**src/rtl/divq_pkg.sv**
```systemverilog
// Shared types and defaults for the divider BCD formatter slice.
package divq_pkg;

    localparam int W_DEF  = 8;
    localparam int ND_DEF = 3;

    typedef logic [3:0] bcd_digit_t;

    typedef enum logic [1:0] {
        IDLE   = 2'd0,
        CONV_Q = 2'd1,
        CONV_R = 2'd2,
        HOLD   = 2'd3
    } divq_state_t;

    // Double-dabble digit correction applied before each shift.
    function automatic bcd_digit_t bcd_adjust(input bcd_digit_t d);
        if (d >= 4'd5) begin
            return d + 4'd3;
        end else begin
            return d;
        end
    endfunction

endpackage

```
**src/rtl/divq_bcd_formatter_if.sv**
```systemverilog
// Divider-side capture inputs and BCD result handshake of divq_bcd_formatter.
interface divq_bcd_formatter_if #(
    parameter int W  = 8,
    parameter int ND = 3
);
    logic            div_ready;
    logic [W-1:0]    quotient;
    logic [W-1:0]    remainder;
    logic            out_ready;
    logic [4*ND-1:0] bcd_q;
    logic [4*ND-1:0] bcd_r;
    logic            out_valid;
    logic            busy;
    logic            overrun;

    modport master (
        output div_ready, quotient, remainder, out_ready,
        input  bcd_q, bcd_r, out_valid, busy, overrun
    );

    modport slave (
        input  div_ready, quotient, remainder, out_ready,
        output bcd_q, bcd_r, out_valid, busy, overrun
    );
endinterface

```
**src/rtl/divq_bcd_formatter_dabble_step.sv**
```systemverilog
// One shift-and-add-3 step: correct every BCD digit, then shift in the operand MSB.
module bcd_dabble_step
    import divq_pkg::*;
#(
    parameter int ND = ND_DEF
) (
    input  logic [4*ND-1:0] acc,
    input  logic            in_bit,
    output logic [4*ND-1:0] acc_next
);

    logic [4*ND-1:0] adj_s;

    // Per-digit correction followed by the one-bit shift.
    always_comb begin
        adj_s = {(4*ND){1'b0}};
        for (int i = 0; i < ND; i++) begin
            adj_s[4*i +: 4] = bcd_adjust(acc[4*i +: 4]);
        end
        acc_next = (adj_s << 1) | {{(4*ND-1){1'b0}}, in_bit};
    end

endmodule

```
**src/rtl/divq_bcd_formatter.sv**
```systemverilog
// Captures divider results on READY rise and converts quotient then remainder to BCD.
// Optional dropped-completion flag: define OVERRUN_DETECT_EN.
module divq_bcd_formatter
    import divq_pkg::*;
#(
    parameter int W  = W_DEF,
    parameter int ND = ND_DEF
) (
    input  logic                 clk,
    input  logic                 rst,
    divq_bcd_formatter_if.slave  bus
);

    localparam int CW = $clog2(W + 1);
    localparam int BW = 4 * ND;

    divq_state_t   state_r, state_s;
    logic          prev_ready_r;
    logic          rise_s, accept_s, last_step_s, step_bit_s;
    logic [W-1:0]  shadow_q_r, shadow_r_r;
    logic [BW-1:0] acc_r, acc_step_s, bcd_q_r, bcd_r_r;
    logic [CW-1:0] cnt_r;
    logic          out_valid_r, busy_r, out_valid_s, busy_s;

    assign rise_s      = bus.div_ready & ~prev_ready_r;
    assign accept_s    = out_valid_r & bus.out_ready;
    assign last_step_s = (cnt_r == CW'(W - 1));

    // Both conversions share one step; pick which shadow feeds its LSB.
    always_comb begin
        if (state_r == CONV_R) begin
            step_bit_s = shadow_r_r[W-1];
        end else begin
            step_bit_s = shadow_q_r[W-1];
        end
    end

    bcd_dabble_step #(.ND(ND)) u_step (
        .acc      (acc_r),
        .in_bit   (step_bit_s),
        .acc_next (acc_step_s)
    );

    // FSM state register.
    always_ff @(posedge clk or posedge rst) begin
        if (rst) begin
            state_r <= IDLE;
        end else begin
            state_r <= state_s;
        end
    end

    // FSM next-state logic; a rise is only taken in IDLE or together with an accept.
    always_comb begin
        state_s = state_r;
        case (state_r)
            IDLE: begin
                if (rise_s) state_s = CONV_Q;
                else        state_s = IDLE;
            end
            CONV_Q: begin
                if (last_step_s) state_s = CONV_R;
                else             state_s = CONV_Q;
            end
            CONV_R: begin
                if (last_step_s) state_s = HOLD;
                else             state_s = CONV_R;
            end
            HOLD: begin
                if (accept_s && rise_s) state_s = CONV_Q;
                else if (accept_s)      state_s = IDLE;
                else                    state_s = HOLD;
            end
            default: state_s = IDLE;
        endcase
    end

    // FSM outputs, decoded from the next state so they can be registered.
    always_comb begin
        out_valid_s = 1'b0;
        busy_s      = 1'b0;
        case (state_s)
            CONV_Q, CONV_R: busy_s      = 1'b1;
            HOLD:           out_valid_s = 1'b1;
            default: begin
                out_valid_s = 1'b0;
                busy_s      = 1'b0;
            end
        endcase
    end

    // Datapath: READY history, operand shadows, accumulator, step counter, results.
    always_ff @(posedge clk or posedge rst) begin
        if (rst) begin
            prev_ready_r <= 1'b1;
            out_valid_r  <= 1'b0;
            busy_r       <= 1'b0;
            shadow_q_r   <= {W{1'b0}};
            shadow_r_r   <= {W{1'b0}};
            acc_r        <= {BW{1'b0}};
            cnt_r        <= {CW{1'b0}};
            bcd_q_r      <= {BW{1'b0}};
            bcd_r_r      <= {BW{1'b0}};
        end else begin
            prev_ready_r <= bus.div_ready;
            out_valid_r  <= out_valid_s;
            busy_r       <= busy_s;
            case (state_r)
                IDLE, HOLD: begin
                    if (state_s == CONV_Q) begin
                        shadow_q_r <= bus.quotient;
                        shadow_r_r <= bus.remainder;
                        acc_r      <= {BW{1'b0}};
                        cnt_r      <= {CW{1'b0}};
                    end
                end
                CONV_Q: begin
                    shadow_q_r <= shadow_q_r << 1;
                    if (last_step_s) begin
                        bcd_q_r <= acc_step_s;
                        acc_r   <= {BW{1'b0}};
                        cnt_r   <= {CW{1'b0}};
                    end else begin
                        acc_r <= acc_step_s;
                        cnt_r <= cnt_r + CW'(1);
                    end
                end
                CONV_R: begin
                    shadow_r_r <= shadow_r_r << 1;
                    acc_r      <= acc_step_s;
                    if (last_step_s) begin
                        bcd_r_r <= acc_step_s;
                        cnt_r   <= {CW{1'b0}};
                    end else begin
                        cnt_r <= cnt_r + CW'(1);
                    end
                end
                default: begin
                    acc_r <= acc_r;
                end
            endcase
        end
    end

    assign bus.bcd_q     = bcd_q_r;
    assign bus.bcd_r     = bcd_r_r;
    assign bus.out_valid = out_valid_r;
    assign bus.busy      = busy_r;

`ifdef OVERRUN_DETECT_EN
    logic overrun_r, drop_s;

    assign drop_s = rise_s & (busy_r | (out_valid_r & ~bus.out_ready));

    // Sticky drop flag; cleared only by an accepted result.
    always_ff @(posedge clk or posedge rst) begin
        if (rst) begin
            overrun_r <= 1'b0;
        end else if (drop_s) begin
            overrun_r <= 1'b1;
        end else if (accept_s) begin
            overrun_r <= 1'b0;
        end else begin
            overrun_r <= overrun_r;
        end
    end

    assign bus.overrun = overrun_r;
`else
    assign bus.overrun = 1'b0;
`endif

endmodule

```
**src/flat_wrapper.sv**
```systemverilog
// flat-port wrapper written by rule: the top's interface ports become plain ports
module divq_bcd_formatter_flat import divq_pkg::*;
#(
    parameter int W  = W_DEF,
    parameter int ND = ND_DEF
)
  (clk, rst, bus_div_ready, bus_quotient, bus_remainder, bus_out_ready, bus_bcd_q, bus_bcd_r, bus_out_valid, bus_busy, bus_overrun);
  divq_bcd_formatter_if #(.W(W), .ND(ND)) bus_i ();
  input  logic clk;
  input  logic rst;
  input wire logic [$bits(bus_i.div_ready)-1:0] bus_div_ready;
  input wire logic [$bits(bus_i.quotient)-1:0] bus_quotient;
  input wire logic [$bits(bus_i.remainder)-1:0] bus_remainder;
  input wire logic [$bits(bus_i.out_ready)-1:0] bus_out_ready;
  output wire logic [$bits(bus_i.bcd_q)-1:0] bus_bcd_q;
  output wire logic [$bits(bus_i.bcd_r)-1:0] bus_bcd_r;
  output wire logic [$bits(bus_i.out_valid)-1:0] bus_out_valid;
  output wire logic [$bits(bus_i.busy)-1:0] bus_busy;
  output wire logic [$bits(bus_i.overrun)-1:0] bus_overrun;
  assign bus_i.div_ready = bus_div_ready;
  assign bus_i.quotient = bus_quotient;
  assign bus_i.remainder = bus_remainder;
  assign bus_i.out_ready = bus_out_ready;
  assign bus_bcd_q = bus_i.bcd_q;
  assign bus_bcd_r = bus_i.bcd_r;
  assign bus_out_valid = bus_i.out_valid;
  assign bus_busy = bus_i.busy;
  assign bus_overrun = bus_i.overrun;
  divq_bcd_formatter #(.W(W), .ND(ND)) u_core (.clk(clk), .rst(rst), .bus(bus_i));
endmodule
```
**config.mk**
```make
export PLATFORM = sky130hd
export DESIGN_NAME = divq_bcd_formatter_flat
export DESIGN_NICKNAME = d
export VERILOG_FILES = /design/src/rtl/divq_pkg.sv /design/src/rtl/divq_bcd_formatter_if.sv /design/src/rtl/divq_bcd_formatter_dabble_step.sv /design/src/rtl/divq_bcd_formatter.sv /design/src/flat_wrapper.sv
export SDC_FILE = /design/constraint.sdc
export NUM_CORES = 1
export LEC_CHECK = 0
export CORE_MARGIN = 3
export CORE_UTILIZATION = 30
export DETAILED_ROUTE_END_ITERATION = 10
export DONT_BUFFER_PORTS = 1
export GPL_ROUTABILITY_DRIVEN = 0
export PLACE_DENSITY_LB_ADDON = 0.12
export SLEW_MARGIN = 15
export SYNTH_ARGS = -nofsm -noshare
export SYNTH_HDL_FRONTEND = slang
export SYNTH_HIERARCHICAL = 1
export SYNTH_SLANG_ARGS = --single-unit
```
**constraint.sdc**
```tcl
create_clock -name clk -period 5.2 [get_ports clk]
set_clock_uncertainty 0.15 [all_clocks]
set_input_delay 1.56 -clock clk [delete_from_list [all_inputs] [get_ports clk]]
set_output_delay 1.56 -clock clk [all_outputs]
set_load 0.05 [all_outputs]
```
==> impl_results.md <==
* Status: finished clean
* Initial DRT Pass Iterations at 4
* Area of the multi-input gates at between 1000 and 1500 um2
* DR vias/cell at between 4 and 5
* Site row count at 35
* RR Endpoint: u_core/shadow_q_r[3]$_DFFE_PP0P_
* Sequential fraction of the synthesis area at 0.527
* Critical Path RT at about 5300 ps
* Worst setup SP type: register
* Clock Sinks at 61
* Post-Syn Nets at slightly below 300
* CTS Buf Count at 9
* CP Buf/Inv Count at 2
* Hold endpoint: u_core/acc_r[9]$_DFFE_PP0P_
* Util after Layout at 0.345
* Register bit count reported by yosys at between 60 and 70
* Placed inst area at 3000 um2
* Core area at just over 9000 um2
* Hold wc startpoint: u_core/acc_r[9]$_DFFE_PP0P_
* CTS hold repair buffers at 0
* Post_cts resized at 0
* Setup CP Type: register to register
* FF/Latch Area at 1530 um2
* DR vias at roughly 1,900
* Clock Path Buffers at 2
* Place WS at 1520 ps
* Min Tclk post-route at 3590 ps
* Clk pin slew, worst setup/hold paths at approximately 60 ps
* Clock share of power at 0.298
* N_diodes at 0
* Drt wl/cell at around 15 um
* Max Clock Freq at between 200 and 300 MHz
* # DRC at 0
* Port Buf Inserts at 0
* Detail Route Antenna Nets at 0
* Cells after Synth at between 200 and 300
* Final nets at 290
* Post-route clock period utilization at 0.691
* Global-route wire length before repair at 9930 um
* Switching power at 0.560 mW
* DP HPWL at 3940 um
* Drt total wl at roughly 5800 um
* Total track usage at 0.115
* Worst Reg-to-Reg Cells at 10
* Reg2Reg Setup Slack at between 1500 and 2000 ps
* Largest net degree at the start of global routing at 35
* Die Y-Extent at 104 um
* Syn avg cell area at 11.3 um2
* CP max stage cell: or3b_1
* Pint at about 1.0 mW
* Max FO, Critical Path at 11
* Distinct cells, synth at 37
* Data arrival, critical path at 3660 ps
* Crit path cell chain: inv_1 > ha_1 > nand4b_1 > buf_4 > a21boi_0 > a211oi_1 > ha_1 > or3b_1 > o22ai_1 > nor2_1
* Worst-Margin Slew at 1000 ps
* I/O pin count at 47
* CTS H-tree depth at 3
* Seq pwr share at 0.411
* Postcts setup bufs at 0
* Vias in the first global route at about 1,900
* Final setup viols at 0
* Worst r2r src: u_core/state_r[0]$_DFF_PP0_
* RSZ-0062 raised after global routing: no
* Post-route setup slack at ~1600 ps
* Hold Path Cell Cnt at 1
* Relative slew slack at 0.333
* Layout cell share with drive strength beyond 1 at 0.195
* Fillers at ~960
* Initial Utilization at 0.311
* DR iter-0 viols at 51
* Final Max Tran Viols at 0
* Antenna violations before repair at 0
* Hold crit path type: register to register
* Setup TNS at 0 ps
* Die W at approximately 100 um
* Max VDD drop at 0.291 mV
* CP Capture Type: register
* Crit-path max cell delay at a little under 500 ps
* Clk_lat worst skew at 340 ps
* Switching Fraction at 0.351
* Global route total overflow at 0
* Synth Warn # at 6
* Crit-path leading delay family: simple AND/OR/NAND/NOR gates
* Number of max-cap violations at 0
* Gate power share at 0.292
* Pwr per Cell Area at roughly 500 nW/um2
* Final hold vios at 0
* CTS tree: yes
* Leakage at approximately 1.5 nW
* Layout area overhead at 11.2%
* Die Area at ~11,000 um2
* Critical Path Most Common Cell: ha_1
* CTS Root Buffer Type: clkbuf_8
* Mapped Area at just under 3000 um2
* Fin area at 3220 um2
cell families after synthesis:
kind of cell	Yosys count	share of synthesized area
muxes	30	0.115
DFF	61	0.527
other	1	0.00129
buffers and inverters	30	0.0484
and+or+nand+nor	60	0.0968
adders and majority gates	13	0.0562
xor gates and xnor gates	3	0.00907
AOI/OAI and AO/OA	59	0.146
cell usage after synthesis:
cell type	n	area, um2
o21a_1	1	7.51
clkbuf_1	2	7.51
a211oi_1	1	7.51
and3b_1	1	8.76
nor2b_1	2	12.5
a22oi_1	3	22.5
a21oi_2	3	26.3
ha_1	13	163
a221o_1	1	10.0
o2bb2a_1	1	10.0
nand2_1	18	67.6
buf_4	3	22.5
mux2i_1	3	30.0
nand4b_1	1	8.76
or3b_1	2	17.5
nor2_2	1	6.26
a21boi_0	2	15.0
o21ai_0	9	45.0
a21o_1	2	15.0
inv_1	17	63.8
a21oi_1	6	30.0
nand2b_1	6	37.5
o21ai_1	3	15.0
xnor2_1	3	26.3
nor2_1	24	90.1
dfrtp_1	60	1500
dfstp_2	1	26.3
a32o_1	12	120
conb_1	1	3.75
mux2_2	27	304
buf_2	7	35.0
buf_6	1	11.3
nand3b_1	2	15.0
o211a_1	1	10.0
nand3_1	2	10.0
nand2_2	1	6.26
o22ai_1	14	87.6
layer usage:
layer | vias up | GRT usage | wire, um | part of all wire
met5 | - | 0 | 0 | 0
met1 | 915 | 0.136 | 2590 | 0.44
met2 | 37 | 0.185 | 2900 | 0.50
met4 | 0 | 0.0399 | 56 | 0.0096
li1 | 901 | - | - | -
met3 | 5 | 0.0528 | 298 | 0.051
per-stage QoR:
step | instances | total power [mW] | hold WS, ps
2_1_floorplan | 257 | 1.05 | 316
3_3_place_gp | 375 | 1.13 | 336
3_5_place_dp | 375 | 1.14 | 332
4_1_cts | 391 | 1.63 | 346
5_1_grt | 391 | 1.73 | 358
6_report | 391 | 1.60 | 341
sequential cells by signal (all words and copies together), names as in the netlist:
register,cells
u_core/bus.bcd_q,12
u_core/cnt_r,4
u_core/bus.busy,1
u_core/bus.out_valid,1
u_core/prev_ready_r,1
u_core/shadow_r_r,8
u_core/bus.bcd_r,12
u_core/shadow_q_r,8
u_core/state_r,2
u_core/acc_r,12
how the worst max path moves through the flow:
stage	cells past startpoint	slack, ps	start	to
floorplan	9	1940	bus_out_ready	u_core/shadow_r_r[1]$_DFFE_PP0P_
global placement	10	1550	u_core/state_r[0]$_DFF_PP0_	u_core/shadow_q_r[5]$_DFFE_PP0P_
detailed placement	10	1520	u_core/state_r[0]$_DFF_PP0_	u_core/shadow_q_r[1]$_DFFE_PP0P_
CTS	10	1510	u_core/state_r[0]$_DFF_PP0_	u_core/shadow_q_r[1]$_DFFE_PP0P_
global route	10	1160	u_core/state_r[0]$_DFF_PP0_	u_core/shadow_q_r[4]$_DFFE_PP0P_
finish	10	1610	u_core/state_r[0]$_DFF_PP0_	u_core/shadow_q_r[3]$_DFFE_PP0P_
final cells by class:
class	count	share of cell area
Sequential cell	61	0.474
Multi-Input combinational cell	166	0.381
Tap cell	129	0.0501
Clock buffer	12	0.0482
Clock inverter	4	0.0217
Inverter	17	0.0198
Timing Repair Buffer	2	0.00466
power groups by stage:
stage / clock network, mW / registers, mW / logic [mW]
after floorplan: 0 / 0.646 / 0.401
after global placement: 0 / 0.665 / 0.470
after detailed placement: 0 / 0.664 / 0.473
after CTS: 0.498 / 0.657 / 0.474
after global routing: 0.522 / 0.669 / 0.541
final: 0.475 / 0.656 / 0.466
placed cells by master, fill, tap and decap left out, types with 3 or more instances in the layout:
cell,netlist,routed
a21oi_1,6,6
a21oi_2,3,3
a22oi_1,3,3
a32o_1,12,12
clkbuf_8,0,11
dfrtp_1,60,60
ha_1,13,13
inv_1,17,16
mux2_2,27,27
mux2i_1,3,3
nand2_1,18,18
nand2b_1,6,6
nor2_1,24,24
o21ai_0,9,9
o21ai_1,3,3
o22ai_1,14,14
xnor2_1,3,3
Power figures use the tool's default switching activity.
